<file path="config.mk">
export PLATFORM = sky130hd
export DESIGN_NAME = obi_bank_arbiter
export DESIGN_NICKNAME = d
export VERILOG_FILES = /design/src/rtl/cei_mochila_pkg.sv /design/src/rtl/obi_pkg.sv /design/src/rtl/obi_arb_id_fifo.sv /design/src/rtl/obi_bank_arbiter.sv
export SDC_FILE = /design/constraint.sdc
export NUM_CORES = 1
export LEC_CHECK = 0
export CAP_MARGIN = 20
export CELL_PAD_IN_SITES_DETAIL_PLACEMENT = 0
export CELL_PAD_IN_SITES_GLOBAL_PLACEMENT = 1
export CORE_UTILIZATION = 18
export DETAILED_ROUTE_END_ITERATION = 10
export PLACE_DENSITY_LB_ADDON = 0.3
export SYNTH_ARGS = -nofsm -noshare
export SYNTH_HDL_FRONTEND = slang
export SYNTH_SLANG_ARGS = --single-unit
</file>
<file path="constraint.sdc">
create_clock -name clk_i -period 2.3 [get_ports clk_i]
set_input_delay 0.23 -clock clk_i [delete_from_list [all_inputs] [get_ports clk_i]]
set_output_delay 0.23 -clock clk_i [all_outputs]
set_load 0.02 [all_outputs]
</file>
<file path="src/rtl/cei_mochila_pkg.sv">
// Configuration constants and the arbiter index type for the mochila bank arbiter.
package cei_mochila_pkg;

    localparam int NMASTERS_DFLT = 3;

    // Index type for the default configuration; the arbiter re-derives it from its parameter.
    typedef logic [$clog2(NMASTERS_DFLT)-1:0] arb_idx_t;

endpackage

</file>
<file path="src/rtl/obi_pkg.sv">
// OBI request/response bundles shared by requesters, the arbiter and the RAM bank.
package obi_pkg;

    typedef struct packed {
        logic        req;
        logic        we;
        logic [3:0]  be;
        logic [31:0] addr;
        logic [31:0] wdata;
    } obi_req_t;

    typedef struct packed {
        logic        gnt;
        logic        rvalid;
        logic [31:0] rdata;
    } obi_resp_t;

endpackage

</file>
<file path="src/rtl/obi_arb_id_fifo.sv">
// Response-routing FIFO holding the requester index of each granted, still-unanswered access.
module obi_arb_id_fifo #(
    parameter int DEPTH = 2,
    parameter int DW    = 2
) (
    input  logic                   clk_i,
    input  logic                   rst_i,
    input  logic                   push_i,
    input  logic                   pop_i,
    input  logic [DW-1:0]          data_i,
    output logic [DW-1:0]          data_o,
    output logic                   full_o,
    output logic                   empty_o,
    output logic [$clog2(DEPTH):0] count_o
);

    localparam int PW = $clog2(DEPTH);

    logic [DW-1:0] r_mem [DEPTH];
    logic [PW-1:0] r_wptr;
    logic [PW-1:0] r_rptr;
    logic [PW:0]   r_count;
    logic          w_push;
    logic          w_pop;

    assign full_o  = (r_count == (PW+1)'(DEPTH));
    assign empty_o = (r_count == '0);
    assign count_o = r_count;
    assign data_o  = r_mem[r_rptr];

    // A push while full is legal only when the head leaves in the same cycle.
    assign w_push = push_i & (~full_o | pop_i);
    assign w_pop  = pop_i & ~empty_o;

    always_ff @(posedge clk_i) begin
        if (w_push) begin
            r_mem[r_wptr] <= data_i;
        end
    end

    always_ff @(posedge clk_i) begin
        if (rst_i) begin
            r_wptr  <= '0;
            r_rptr  <= '0;
            r_count <= '0;
        end else begin
            if (w_push) r_wptr <= r_wptr + PW'(1);
            if (w_pop)  r_rptr <= r_rptr + PW'(1);
            case ({w_push, w_pop})
                2'b10:   r_count <= r_count + (PW+1)'(1);
                2'b01:   r_count <= r_count - (PW+1)'(1);
                default: r_count <= r_count;
            endcase
        end
    end

endmodule

</file>
<file path="src/rtl/obi_bank_arbiter.sv">
// Round-robin arbiter letting NMASTERS OBI requesters share one single-cycle RAM bank.
// Define MOCHILA_ARB_FIXED_PRIO_EN to give master 0 absolute priority over the others.
module obi_bank_arbiter
    import obi_pkg::*;
    import cei_mochila_pkg::*;
#(
    parameter int NMASTERS        = NMASTERS_DFLT,
    parameter int MAX_OUTSTANDING = 2
) (
    input  logic      clk_i,
    input  logic      rst_i,
    input  obi_req_t  master_req_i  [NMASTERS],
    output obi_resp_t master_resp_o [NMASTERS],
    output obi_req_t  bank_req_o,
    input  obi_resp_t bank_resp_i,
    output logic      busy_o
);

    localparam int IW = $clog2(NMASTERS);
    localparam int CW = $clog2(MAX_OUTSTANDING) + 1;

    typedef logic [IW-1:0] idx_t;

    function automatic idx_t wrap_add(idx_t a, int b);
        return idx_t'((int'(a) + b) % NMASTERS);
    endfunction

    logic [NMASTERS-1:0] w_req_vec;
    idx_t                r_rr_ptr;
    idx_t                r_lock_idx;
    logic                r_lock_vld;
    idx_t                w_rr_win;
    logic                w_rr_found;
    logic                w_lock_hold;
    idx_t                w_win;
    logic                w_any;
    logic                w_issue;
    logic                w_hs;
    logic                w_pop;
    logic                w_fifo_full;
    logic                w_fifo_empty;
    idx_t                w_head;
    logic [CW-1:0]       w_count;

    always_comb begin
        w_req_vec = '0;
        for (int m = 0; m < NMASTERS; m++) begin
            w_req_vec[m] = master_req_i[m].req;
        end
    end

    always_comb begin
        idx_t cand;
        cand       = '0;
        w_rr_win   = '0;
        w_rr_found = 1'b0;
`ifdef MOCHILA_ARB_FIXED_PRIO_EN
        if (w_req_vec[0]) w_rr_found = 1'b1;
`endif
        for (int i = 0; i < NMASTERS; i++) begin
            cand = wrap_add(r_rr_ptr, i);
`ifdef MOCHILA_ARB_FIXED_PRIO_EN
            if (!w_rr_found && (cand != '0) && w_req_vec[cand]) begin
`else
            if (!w_rr_found && w_req_vec[cand]) begin
`endif
                w_rr_found = 1'b1;
                w_rr_win   = cand;
            end
        end
    end

    // A requester that was offered to the bank but not granted keeps the bank.
    assign w_lock_hold = r_lock_vld & w_req_vec[r_lock_idx];
    assign w_win       = w_lock_hold ? r_lock_idx : w_rr_win;
    assign w_any       = w_lock_hold | w_rr_found;

    assign w_pop   = ~rst_i & bank_resp_i.rvalid & ~w_fifo_empty;
    assign w_issue = ~rst_i & w_any & (~w_fifo_full | w_pop);
    assign w_hs    = w_issue & bank_resp_i.gnt;

    assign bank_req_o = w_issue ? master_req_i[w_win] : '0;
    assign busy_o     = ~rst_i & (w_count != '0);

    always_comb begin
        for (int m = 0; m < NMASTERS; m++) begin
            master_resp_o[m]        = '0;
            master_resp_o[m].gnt    = w_hs & (w_win == idx_t'(m));
            master_resp_o[m].rvalid = w_pop & (w_head == idx_t'(m));
            if (w_pop && (w_head == idx_t'(m))) begin
                master_resp_o[m].rdata = bank_resp_i.rdata;
            end
        end
    end

    always_ff @(posedge clk_i) begin
        if (rst_i) begin
            r_rr_ptr   <= '0;
            r_lock_idx <= '0;
            r_lock_vld <= 1'b0;
        end else if (w_hs) begin
            r_rr_ptr   <= wrap_add(w_win, 1);
            r_lock_vld <= 1'b0;
        end else if (w_issue) begin
            r_lock_vld <= 1'b1;
            r_lock_idx <= w_win;
        end else if (r_lock_vld && !w_req_vec[r_lock_idx]) begin
            r_lock_vld <= 1'b0;
        end
    end

    obi_arb_id_fifo #(
        .DEPTH (MAX_OUTSTANDING),
        .DW    (IW)
    ) u_id_fifo (
        .clk_i   (clk_i),
        .rst_i   (rst_i),
        .push_i  (w_hs),
        .pop_i   (w_pop),
        .data_i  (w_win),
        .data_o  (w_head),
        .full_o  (w_fifo_full),
        .empty_o (w_fifo_empty),
        .count_o (w_count)
    );

    a_no_orphan_rvalid: assert property (@(posedge clk_i) disable iff (rst_i)
        !(bank_resp_i.rvalid && w_fifo_empty))
        else $warning("bank rvalid with no outstanding access, dropped");

endmodule

</file>
==> results.md, run 1 <==
- Status: complete, but fails checks
- Failing checks: negative setup slack
- Top routing layer used: met5
- Mapped Nets: approximately 940
- Layout net count: about 1400
- Post-synth top cells: nand2_1 (147), and2_1 (97), nor2_1 (83)
- CTS tree: built
- Reg2reg start: r_rr_ptr[0]
- Die ar.: between 20000 and 30000 µm²
- First-pass GRT wire length: a little under 40000 µm
- Pre-CTS WS: -1.02 ns
- Clk_lat worst skew: approximately 0.24 ns
- Top post-synthesis cells by area: mux2_2 (14%), and2_1 (13%), a2bb2oi_1 (13%)
- Pins Over Slew Limit: 0
- P&R area growth vs syn: 162%
- DR iter-0 viols: about 210
- Period Utilization, post-route: 1.21
- Hold WC Path Type: input pin to flop
- Area leader, netlist: mux2_2
- Antenna violations before repair: 2
- Min Hold Slack: approximately 0.34 ns
- Setup violations, final: 75
- Slew of the pin with the lowest slew margin: 0.338 ns
- PnR Total Power: ~5.3 mW
- Clk_skew: roughly 0.00063 ns
- Area share of the largest cell type after synthesis: 0.140
- PortBufs: 418
- Tot GR Track Use: 0.189
- Synth Register Bits: 14
- Netlist Area Pre-Place: ~4700 µm²
- Post-route insts no fill: ~1500
- Hold Startpoint: rst_i
- Pint: between 3 and 4 mW
- Cells on worst reg2reg path: 12
- Post-synth EDFFs: 4
- CTS sink count: 14
- M1 wire length: roughly 10000 µm
- Distinct cells, synth: 46
- Largest net degree at the start of global routing: 48
- DP Wirelength: around 21000 µm
- Met3 WL post-DR: around 1900 µm
- Antenna Nets Post-Route: 0
- Final Hold Vio Count: 0
- Layout fillers: 2450
- Fmax: approximately 360 MHz
- H-Tree Depth: 1
- RePlAce Congestion: 0.765
- Metal2 WL: ~15000 µm
- Tmin final: 2.78 ns
- RSZ-0062 raised after global routing: yes
- Async SR Flop Fraction: 0
- R2R setup slack: -0.23 ns
- CP arrival: between 2 and 3 ns
- Share of post-route cells with drive strength above 1: 0.341
- Vias: about 7000
- Io pins: roughly 420
- GRT overflow: 0
- Critical path data required time: between 2 and 2.5 ns
- Routed len/inst: roughly 18 µm
- R2R Path End: r_rr_ptr[1]
- PwrDens: between 400 and 500 nW/µm²
- Area occupied by multi-input gates: 5540 µm²
- Psw: about 2.2 mW
- Final worst slack: -0.482 ns
- Clk root buf: clkbuf_16
- Syn Area/Cell: just under 7 µm²
- Num rows: 58
- Pleak: between 5 and 6 nW
- WL final: about 27000 µm
- DIE HEIGHT: between 150 and 200 µm
- Maximum VDD drop: around 0.26 mV
- Critical path origin: r_rr_ptr[0]
- Crit. End Element: output port
- Worst-path clk slew: roughly 0.05 ns
- Sequential-to-total area share from yosys stat: 0.0687
- Startpoint types: flop
- WHS Path Cells: 2
- Critical path peak fanout: 5
- Combinational cell fraction of total power: 0.880
- Ys flop type: dfxtp_1
- Count leader, synth: nand2_1
- Ys Warns: 0
- Number of cells after detailed placement: approximately 1500
- Cts bufs inserted: 3
- Clock Power Share: 0.062
- Synth Instances: approximately 680
- Core area: roughly 25000 µm²
- Via density: about 4.7
- Hold EP: u_id_fifo.r_rptr
- Post-route DRC violation count: 0
- Setup Crit Path Kind: flop to output port
- Post-layout util: 0.484
- Vias in the first global route: 6976
- Seq pwr share: 0.058
- Worst rel slew slack: 0.774
- Max Cap Violations: 0
- Sw frac: 0.414
- Die X: roughly 160 µm
- Pre-antenna DRT Iters: 4
- Initial core utilization: 0.185
- Hold Buf Count CTS: 0
- Longest Clk Path Bufs: 2
- Register Area: 327 µm²
-- timing repair --
| item | CTS | global route |
|---|---|---|
| pin swaps | 8 | 26 |
| gates resized for setup | 540 | 78 |
| gates cloned | 6 | 9 |
| buffers inserted | 15 | 11 |
| setup endpoints to repair | 170 | 142 |
-- layer usage --
layer / track usage / up-vias
li1: - / 3463
met4: 0.0259 / 2
met5: 0 / -
met3: 0.0423 / 26
met2: 0.384 / 272
met1: 0.197 / 3273
-- power groups by stage --
stage / sequential, mW / clock [mW] / combinational (mW)
final: 0.305 / 0.327 / 4.65
after global routing: 0.307 / 0.346 / 4.89
after CTS: 0.304 / 0.337 / 4.30
after detailed placement: 0.309 / 0 / 3.89
after global placement: 0.309 / 0 / 3.85
after floorplan: 0.305 / 0 / 2.29
-- worst max-delay path by stage --
stage / endpoint / slack (ns) / cells past startpoint
final: bank_req_o[21] / -0.48 / 9
after global routing: master_resp_o[67] / -0.57 / 11
after CTS: bank_req_o[51] / -0.49 / 8
after detailed placement: bank_req_o[37] / -1.02 / 8
after global placement: bank_req_o[20] / -0.98 / 8
after floorplan: bank_req_o[60] / -0.1 / 7
-- logic make-up (layout without fill, tap and decap cells) --
logic type                 after synthesis  count (layout)  share of synthesized area
muxes                                   72              72                      0.180
adders and majority gates                7               7                     0.0183
buffers and inverters                   83             566                     0.0827
DFF                                     14              14                     0.0687
AOI/OAI and AO/OA                      161             162                      0.306
other                                    0               1                          0
and+or+nand+nor                        344             344                      0.339
xor gates and xnor gates                 3               3                    0.00564
-- layout by cell type (no fill, tap or decap), drive strengths merged, types with 3 or more instances in the layout --
master	instances
ha	6
o21ai	5
nor2b	3
buf	202
a21oi	5
dfxtp	10
dlygate4sd2	93
a311oi	69
a2bb2oi	69
edfxtp	4
clkdlybuf4s50	243
and2	97
mux2	70
nor2	83
inv	12
clkbuf	14
nand2	147
and3	4
-- worst max-delay path, cell delays in order (launching register included) --
cell	delay (ns)
dfxtp_2	0.34
inv_2	0.05
ha_4	0.21
maj3_2	0.32
o221ai_4	0.23
buf_6	0.20
clkbuf_16	0.17
mux2_4	0.31
a311oi_4	0.31
buf_6	0.16
-- sequential cells by signal, summed over array words and instances, names as in the netlist, named ones only --
name,cells
u_id_fifo.r_wptr,1
u_id_fifo.count_o,2
r_lock_vld,1
u_id_fifo.r_rptr,1
u_id_fifo.r_mem,4
r_lock_idx,2
r_rr_ptr,2
-- stage by stage --
step	setup TNS, ns	instance area, µm²
floorplan	-5.86	5970
global placement	-80.96	11200
detailed placement	-85.00	11200
CTS	-33.08	11600
global route	-37.73	12200
finish	-31.78	12200
-- area by class of cell --
cell class / instances / area share
repair buffers: 550 / 0.476
multi-input cells: 588 / 0.453
well taps: 330 / 0.0338
flip-flops and latches: 14 / 0.0267
clock buffers: 3 / 0.00614
inverters: 12 / 0.00368
clock inverters: 1 / 0.000307
diodes: 1 / 0.000205
No activity file was read; power rests on OpenSTA's default activity.
==> inputs of run 2 (changes only) <==
--- a/config.mk
+++ b/config.mk
@@ -10,7 +10,7 @@
 export CELL_PAD_IN_SITES_GLOBAL_PLACEMENT = 1
 export CORE_UTILIZATION = 18
 export DETAILED_ROUTE_END_ITERATION = 10
-export PLACE_DENSITY_LB_ADDON = 0.3
+export PLACE_DENSITY_LB_ADDON = 0.1
 export SYNTH_ARGS = -nofsm -noshare
 export SYNTH_HDL_FRONTEND = slang
 export SYNTH_SLANG_ARGS = --single-unit
==> run 2 against run 1 <==
The flow still finishes with violations (negative setup slack); clock skew increased by 0.00055 ns; hold slack improved by 0.15 ns; count of clock-buffer cells in the layout unchanged; setup slack got worse by 0.0087 ns; sequential power about the same; power increased by 2.9%; final cell count increased by 0.67%; die area unchanged; critical path type unchanged.
==> results.md, run 2 (synthesis gave the netlist of run 1 again) <==
- Vias in the first global route: 7025 (+0.70%)
- Most used cell along the critical path: buf_6
- Period Utilization, post-route: 1.21 (+0.00380)
- Clock Power Share: 0.063 (about the same)
- Vias: 7003 (-0.47%)
- Psw: 2.19 mW (about the same)
- Clk root buf: clkbuf_16
- Worst path top cell family by delay: buffers and inverters
- Min Hold Slack: 0.493 ns (+0.153 ns)
- Register with the most flip-flops: u_id_fifo.r_mem
- Failing checks: negative setup slack
- CTS sink count: 14 (unchanged)
- Combinational cell fraction of total power: 0.881 (about the same)
- Setup violations, final: 77 (+2.7%)
- Critical path data required time: 2.07 ns (about the same)
- Sw frac: 0.403 (-0.0112)
- Io pins: 419 (unchanged)
- RSZ-0062 raised after global routing: yes
- P&R area growth vs syn: 169%
- Slowest cell on crit path: dfxtp_4
- Worst rel slew slack: 0.577 (-0.197)
- Max Cap Violations: 0 (unchanged)
- Crit. End Element: output port
- Pleak: 5.77 nW (+6.9%)
- Final worst slack: -0.491 ns (-0.00874 ns)
- Commonest non-fill, non-tap cells in the layout: clkdlybuf4s50_1 (244), nand2_1 (144), buf_6 (103)
- Num rows: 58 (unchanged)
- Routed len/inst: 17.7 µm (-3.2%)
- Layout net count: 1430 (+0.63%)
- Final Hold Vio Count: 0 (unchanged)
- Slew of the pin with the lowest slew margin: 0.635 ns (+0.297 ns)
- Status: complete, but fails checks
- Tot GR Track Use: 0.187 (-0.00191)
- Pre-antenna DRT Iters: 4 (unchanged)
- CP Buf/Inv Count: 4 (unchanged)
- Crit path cell chain: ha_4, maj3_2, o221ai_4, buf_6, buf_12, clkbuf_16, mux2_4, a311oi_4, buf_6
- Share of post-route cells with drive strength above 1: 0.352 (+0.0110)
- RePlAce Congestion: 0.778 (+1.6%)
- Placed cell area: 11200 µm² (about the same)
- Seq pwr share: 0.056 (-0.002)
- DP Wirelength: 20200 µm (-3.6%)
- PwrDens: 434 nW/µm² (+0.51%)
- Worst-path clk slew: 0.05 ns (about the same)
- GRT overflow: 0 (unchanged)
- Pint: 3.25 mW (+4.8%)
- Core area: 25300 µm² (unchanged)
- Post-route DRC violation count: 0 (unchanged)
- Die ar.: 26500 µm² (unchanged)
- Via density: 4.64 (-1.1%)
- PortBufs: 418 (unchanged)
- Setup Crit Path Kind: flop to output port
- Antenna violations before repair: 2 (unchanged)
- Initial core utilization: 0.185 (unchanged)
- DIE HEIGHT: 163 µm (unchanged)
- Delay of the slowest critical-path stage: 0.36 ns (+0.02 ns)
- Clk_lat worst skew: 0.25 ns (about the same)
- CP arrival: 2.56 ns (about the same)
- CTS tree: built
- Startpoint types: flop
- Largest net degree at the start of global routing: 51 (+6.3%)
- WL final: 26700 µm (-2.6%)
- Longest Clk Path Bufs: 2 (unchanged)
- Cts bufs inserted: 3 (unchanged)
- Hold WC Path Type: flop to flop
- Die X: 163 µm (unchanged)
- Fmax: 358 MHz (-0.31%)
- Finished Cell Area: 12500 µm² (+2.4%)
- Most common cell after layout, fill and taps aside: clkdlybuf4s50_1
- Pins Over Slew Limit: 0 (unchanged)
- Tmin final: 2.79 ns (+0.00874 ns)
- Clk_skew: 0.00119 ns (+0.000554 ns)
- H-Tree Depth: 1 (unchanged)
- Critical path peak fanout: 6 (+1)
- Maximum VDD drop: 0.176 mV (-33%)
- Max FFs per register: 4 (unchanged)
- First-pass GRT wire length: 38800 µm (-1.1%)
- Antenna Nets Post-Route: 0 (unchanged)
- DR iter-0 viols: 182 (-14%)
==> run 2: metal layers <==
layer / global-route usage / up-vias / part of all wire / wire length (µm)
li1: - / 3468 / - / -
met1: 0.196 / 3267 / 0.37 / 9860
met2: 0.368 / 241 / 0.54 / 14400
met3: 0.0405 / 27 / 0.070 / 1860
met4: 0.0489 / 0 / 0.023 / 604
met5: 0 / - / 0 / 0
==> run 2: final timing paths <==
| kind | from | endpoint | slack (ns) | cells after the start |
|---|---|---|---|---|
| setup / recovery | r_rr_ptr[1] | bank_req_o[49] | -0.49 | 9 |
| hold reg to reg | u_id_fifo.r_wptr | u_id_fifo.r_wptr | 0.49 | 1 |
| setup reg to reg | r_rr_ptr[1] | r_rr_ptr[1] | -0.29 | 13 |
| hold / removal | u_id_fifo.r_wptr | u_id_fifo.r_wptr | 0.49 | 1 |
==> run 2: stage by stage <==
stage	power (mW)	utilization	setup WS (ns)	setup TNS [ns]	std cells
after global placement	4.19	0.444	-0.933	-76.65	1454
after global routing	5.73	0.496	-0.571	-38.38	1509
after CTS	5.03	0.468	-0.511	-35.00	1475
after floorplan	2.59	-	-0.0994	-5.86	684
after detailed placement	4.20	0.444	-0.975	-80.22	1454
final	5.44	0.496	-0.491	-32.45	1509
==> run 2: repair_timing <==
action	4_1_cts	5_1_grt
pin swaps	19	55
cloned	5	7
setup endpoints to repair	168	112
gates resized for setup	577	88
buffers inserted	13	27
hold buffers	0	0
==> run 2: area by class of cell <==
| type | instances | area [µm²] |
|---|---|---|
| timing repair buffer | 560 | 6070 |
| inverter | 12 | 52.6 |
| tap | 330 | 413 |
| clock inverter | 1 | 3.75 |
| multi-input combinational | 587 | 5570 |
| clock buffer | 3 | 75.1 |
| sequential | 14 | 329 |
| antenna | 2 | 5.00 |
| fill | 2496 | 12700 |
==> run 2: power groups by stage <==
stage	registers (mW)	clock network (mW)	logic, mW
final	0.304	0.341	4.79
after global placement	0.309	0	3.88
after floorplan	0.305	0	2.29
after CTS	0.305	0.342	4.38
after global routing	0.308	0.355	5.07
after detailed placement	0.309	0	3.89
==> inputs of run 3 (changes only) <==
==> constraint.sdc (replaced) <==
create_clock -name clk_i -period 2.53 [get_ports clk_i]
set_input_delay 0.253 -clock clk_i [delete_from_list [all_inputs] [get_ports clk_i]]
set_output_delay 0.253 -clock clk_i [all_outputs]
set_load 0.02 [all_outputs]
==> run 3 against run 2 <==
The run still ends with negative setup slack left; setup slack improved by 0.14 ns; sequential power down 9.2%; combinational power decreased by 9.6%; largest power group unchanged; hold slack better by 0.0078 ns; count of clock-buffer cells in the layout stayed put; power is 9.7% lower; non-clock buffer count increased by 3; critical path depth unchanged; global-route usage increased by 1.1 points; die area stayed put; via count is 0.51% lower; register-to-register slack better by 0.16 ns.
==> results.md, run 3 (synthesis gave the netlist of run 1 again) <==
- Vias: 6967 (-0.51%)
- Tot GR Track Use: 0.198 (+0.0109)
- Period Utilization, post-route: 1.14
- Post-route DRC violation count: 0 (unchanged)
- Sw frac: 0.406 (+0.00296)
- Register Area: 324 µm² (-1.5%)
- Layout fillers: 2493 (-0.12%)
- GRT overflow: 0 (unchanged)
- Num rows: 58 (unchanged)
- Reg2reg start: r_rr_ptr[1]
- Routed len/inst: 18.3 µm (+3.6%)
- PortBufs: 418 (unchanged)
- CTS tree: built
- Critical path data required time: 2.28 ns (+0.21 ns)
- Slew of the pin with the lowest slew margin: 0.370 ns (-0.265 ns)
- Worst rel slew slack: 0.753 (+0.176)
- Setup crit end: bank_req_o[42]
- Cells on worst reg2reg path: 13 (unchanged)
- Clk root buf: clkbuf_16
- Final worst slack: -0.354 ns (+0.138 ns)
- Critical path origin: r_rr_ptr[1]
- DIE HEIGHT: 163 µm (unchanged)
- Max FFs per register: 4 (unchanged)
- Pint: 2.92 mW (-10%)
- CP arrival: 2.63 ns (+0.07 ns)
- Die X: 163 µm (unchanged)
- Worst-path clk slew: 0.04 ns (about the same)
- Via density: 4.61 (-0.65%)
- Io pins: 419 (unchanged)
- H-Tree Depth: 1 (unchanged)
- Startpoint types: flop
- Layout net count: 1433 (+0.21%)
- PwrDens: 398 nW/µm² (-8.3%)
- Pleak: 5.64 nW (-2.3%)
- Min Hold Slack: 0.501 ns (+0.00777 ns)
- Pre-CTS WS: -0.765 ns (+0.210 ns)
- Maximum VDD drop: 0.195 mV (+11%)
- R2R setup slack: -0.13 ns (+0.16 ns)
- Most common cell after layout, fill and taps aside: clkdlybuf4s50_1
- Fmax: 347 MHz
- Seq pwr share: 0.056 (about the same)
- Hold Buf Count CTS: 0 (unchanged)
- Area occupied by multi-input gates: 5410 µm² (-2.8%)
- CTS sink count: 14 (unchanged)
- WL final: 27700 µm (+3.7%)
- Psw: 1.99 mW (-9.1%)
- Status: complete, but fails checks
- Pre-antenna DRT Iters: 4 (unchanged)
- Initial core utilization: 0.185 (unchanged)
- Longest Clk Path Bufs: 2 (unchanged)
- Cts bufs inserted: 3 (unchanged)
- Hold WC Path Type: flop to flop
- Failing checks: negative setup slack
- Vias in the first global route: 7065 (+0.57%)
- RSZ-0062 raised after global routing: yes
- Crit. End Element: output port
- Clock Power Share: 0.062 (about the same)
- Max Cap Violations: 0 (unchanged)
- Core area: 25300 µm² (unchanged)
- DP Wirelength: 20100 µm (-0.81%)
- First-pass GRT wire length: 40600 µm (+4.4%)
- Antenna violations before repair: 2 (unchanged)
- Share of post-route cells with drive strength above 1: 0.338 (-0.0136)
- Critical path peak fanout: 7 (+1)
- Antenna Nets Post-Route: 0 (unchanged)
- Combinational cell fraction of total power: 0.882 (about the same)
- Pins Over Slew Limit: 0 (unchanged)
- Die ar.: 26500 µm² (unchanged)
- Clk_skew: 0.00382 ns (+0.00263 ns)
- RePlAce Congestion: 0.791 (+1.7%)
- Clk_lat worst skew: 0.25 ns (about the same)
- Tmin final: slightly below 3 ns
- Final Hold Vio Count: 0 (unchanged)
- P&R area growth vs syn: 164%
- DR iter-0 viols: 196 (+7.7%)
- Setup violations, final: 73 (-5.2%)
- Register with the most flip-flops: u_id_fifo.r_mem
- Commonest non-fill, non-tap cells in the layout: clkdlybuf4s50_1 (245), nand2_1 (144), and2_1 (97)
- R2R Path End: r_rr_ptr[1]
- Setup Crit Path Kind: flop to output port
- Largest net degree at the start of global routing: 42 (-18%)
## run 3: cell types whose count changed in the layout (fill, tap and decap cells not counted), moves of 7 or more
cell,change
buf_6,-11
buf_4,+13
nor2_2,-7
nor2_1,+9
mux2_4,-21
mux2_2,+21
## run 3: how the worst min path moves through the flow
stage                             endpoint  cells after the start  slack [ns]              from
final                     u_id_fifo.r_rptr                      2        0.50  u_id_fifo.r_rptr
after global routing         r_lock_idx[1]                      2        0.53     r_lock_idx[1]
after CTS                 u_id_fifo.r_rptr                      2        0.50  u_id_fifo.r_rptr
after detailed placement  u_id_fifo.r_rptr                      2        0.49  u_id_fifo.r_rptr
after global placement    u_id_fifo.r_rptr                      2        0.49  u_id_fifo.r_rptr
after floorplan                 r_lock_vld                      1        0.36   bank_resp_i[33]
## run 3: per-stage QoR
step	TNS (ns)	cells	util	power, mW	cell area (µm²)
floorplan	-2.13	684	-	2.28	5860
detailed placement	-54.07	1449	0.436	3.68	11000
global placement	-54.17	1449	0.436	3.67	11000
CTS	-19.61	1501	0.478	4.79	12100
finish	-21.72	1511	0.488	4.91	12300
global route	-26.85	1511	0.488	5.16	12300
## run 3: cell type report
type | count | share of cell area
Tap cell | 330 | 0.0335
Multi-Input combinational cell | 587 | 0.439
Inverter | 12 | 0.00366
Clock inverter | 1 | 0.000305
Timing Repair Buffer | 563 | 0.491
Sequential cell | 14 | 0.0263
Antenna cell | 1 | 0.000203
Clock buffer | 3 | 0.00609
## run 3: critical path: stages, from the launching register on
cell and delay, ns:
dfxtp_2 0.37, ha_4 0.22, maj3_2 0.33, o221ai_4 0.25, buf_12 0.17, buf_12 0.14
buf_16 0.14, mux2_2 0.36, a311oi_4 0.24, buf_6 0.16
## run 3: power groups by stage
stage,Combinational (mW),Clock (mW),Sequential (mW)
after floorplan,2.00,0,0.276
after global placement,3.40,0,0.277
after detailed placement,3.40,0,0.278
after CTS,4.21,0.307,0.276
after global routing,4.57,0.316,0.279
final,4.33,0.302,0.276
## run 3: repair_timing
item                       4_1_cts  5_1_grt
gates resized for setup        594       45
setup buffers                   41        6
pin swaps                       10       24
setup endpoints to repair      150       93
gates cloned                     8        4
## run 3: layer usage
layer | part of all wire | up-vias | global-route usage
met4 | 0.013 | 2 | 0.0319
met2 | 0.56 | 239 | 0.404
met1 | 0.36 | 3229 | 0.202
met3 | 0.070 | 23 | 0.0451
li1 | - | 3474 | -
met5 | 0.00054 | - | 0
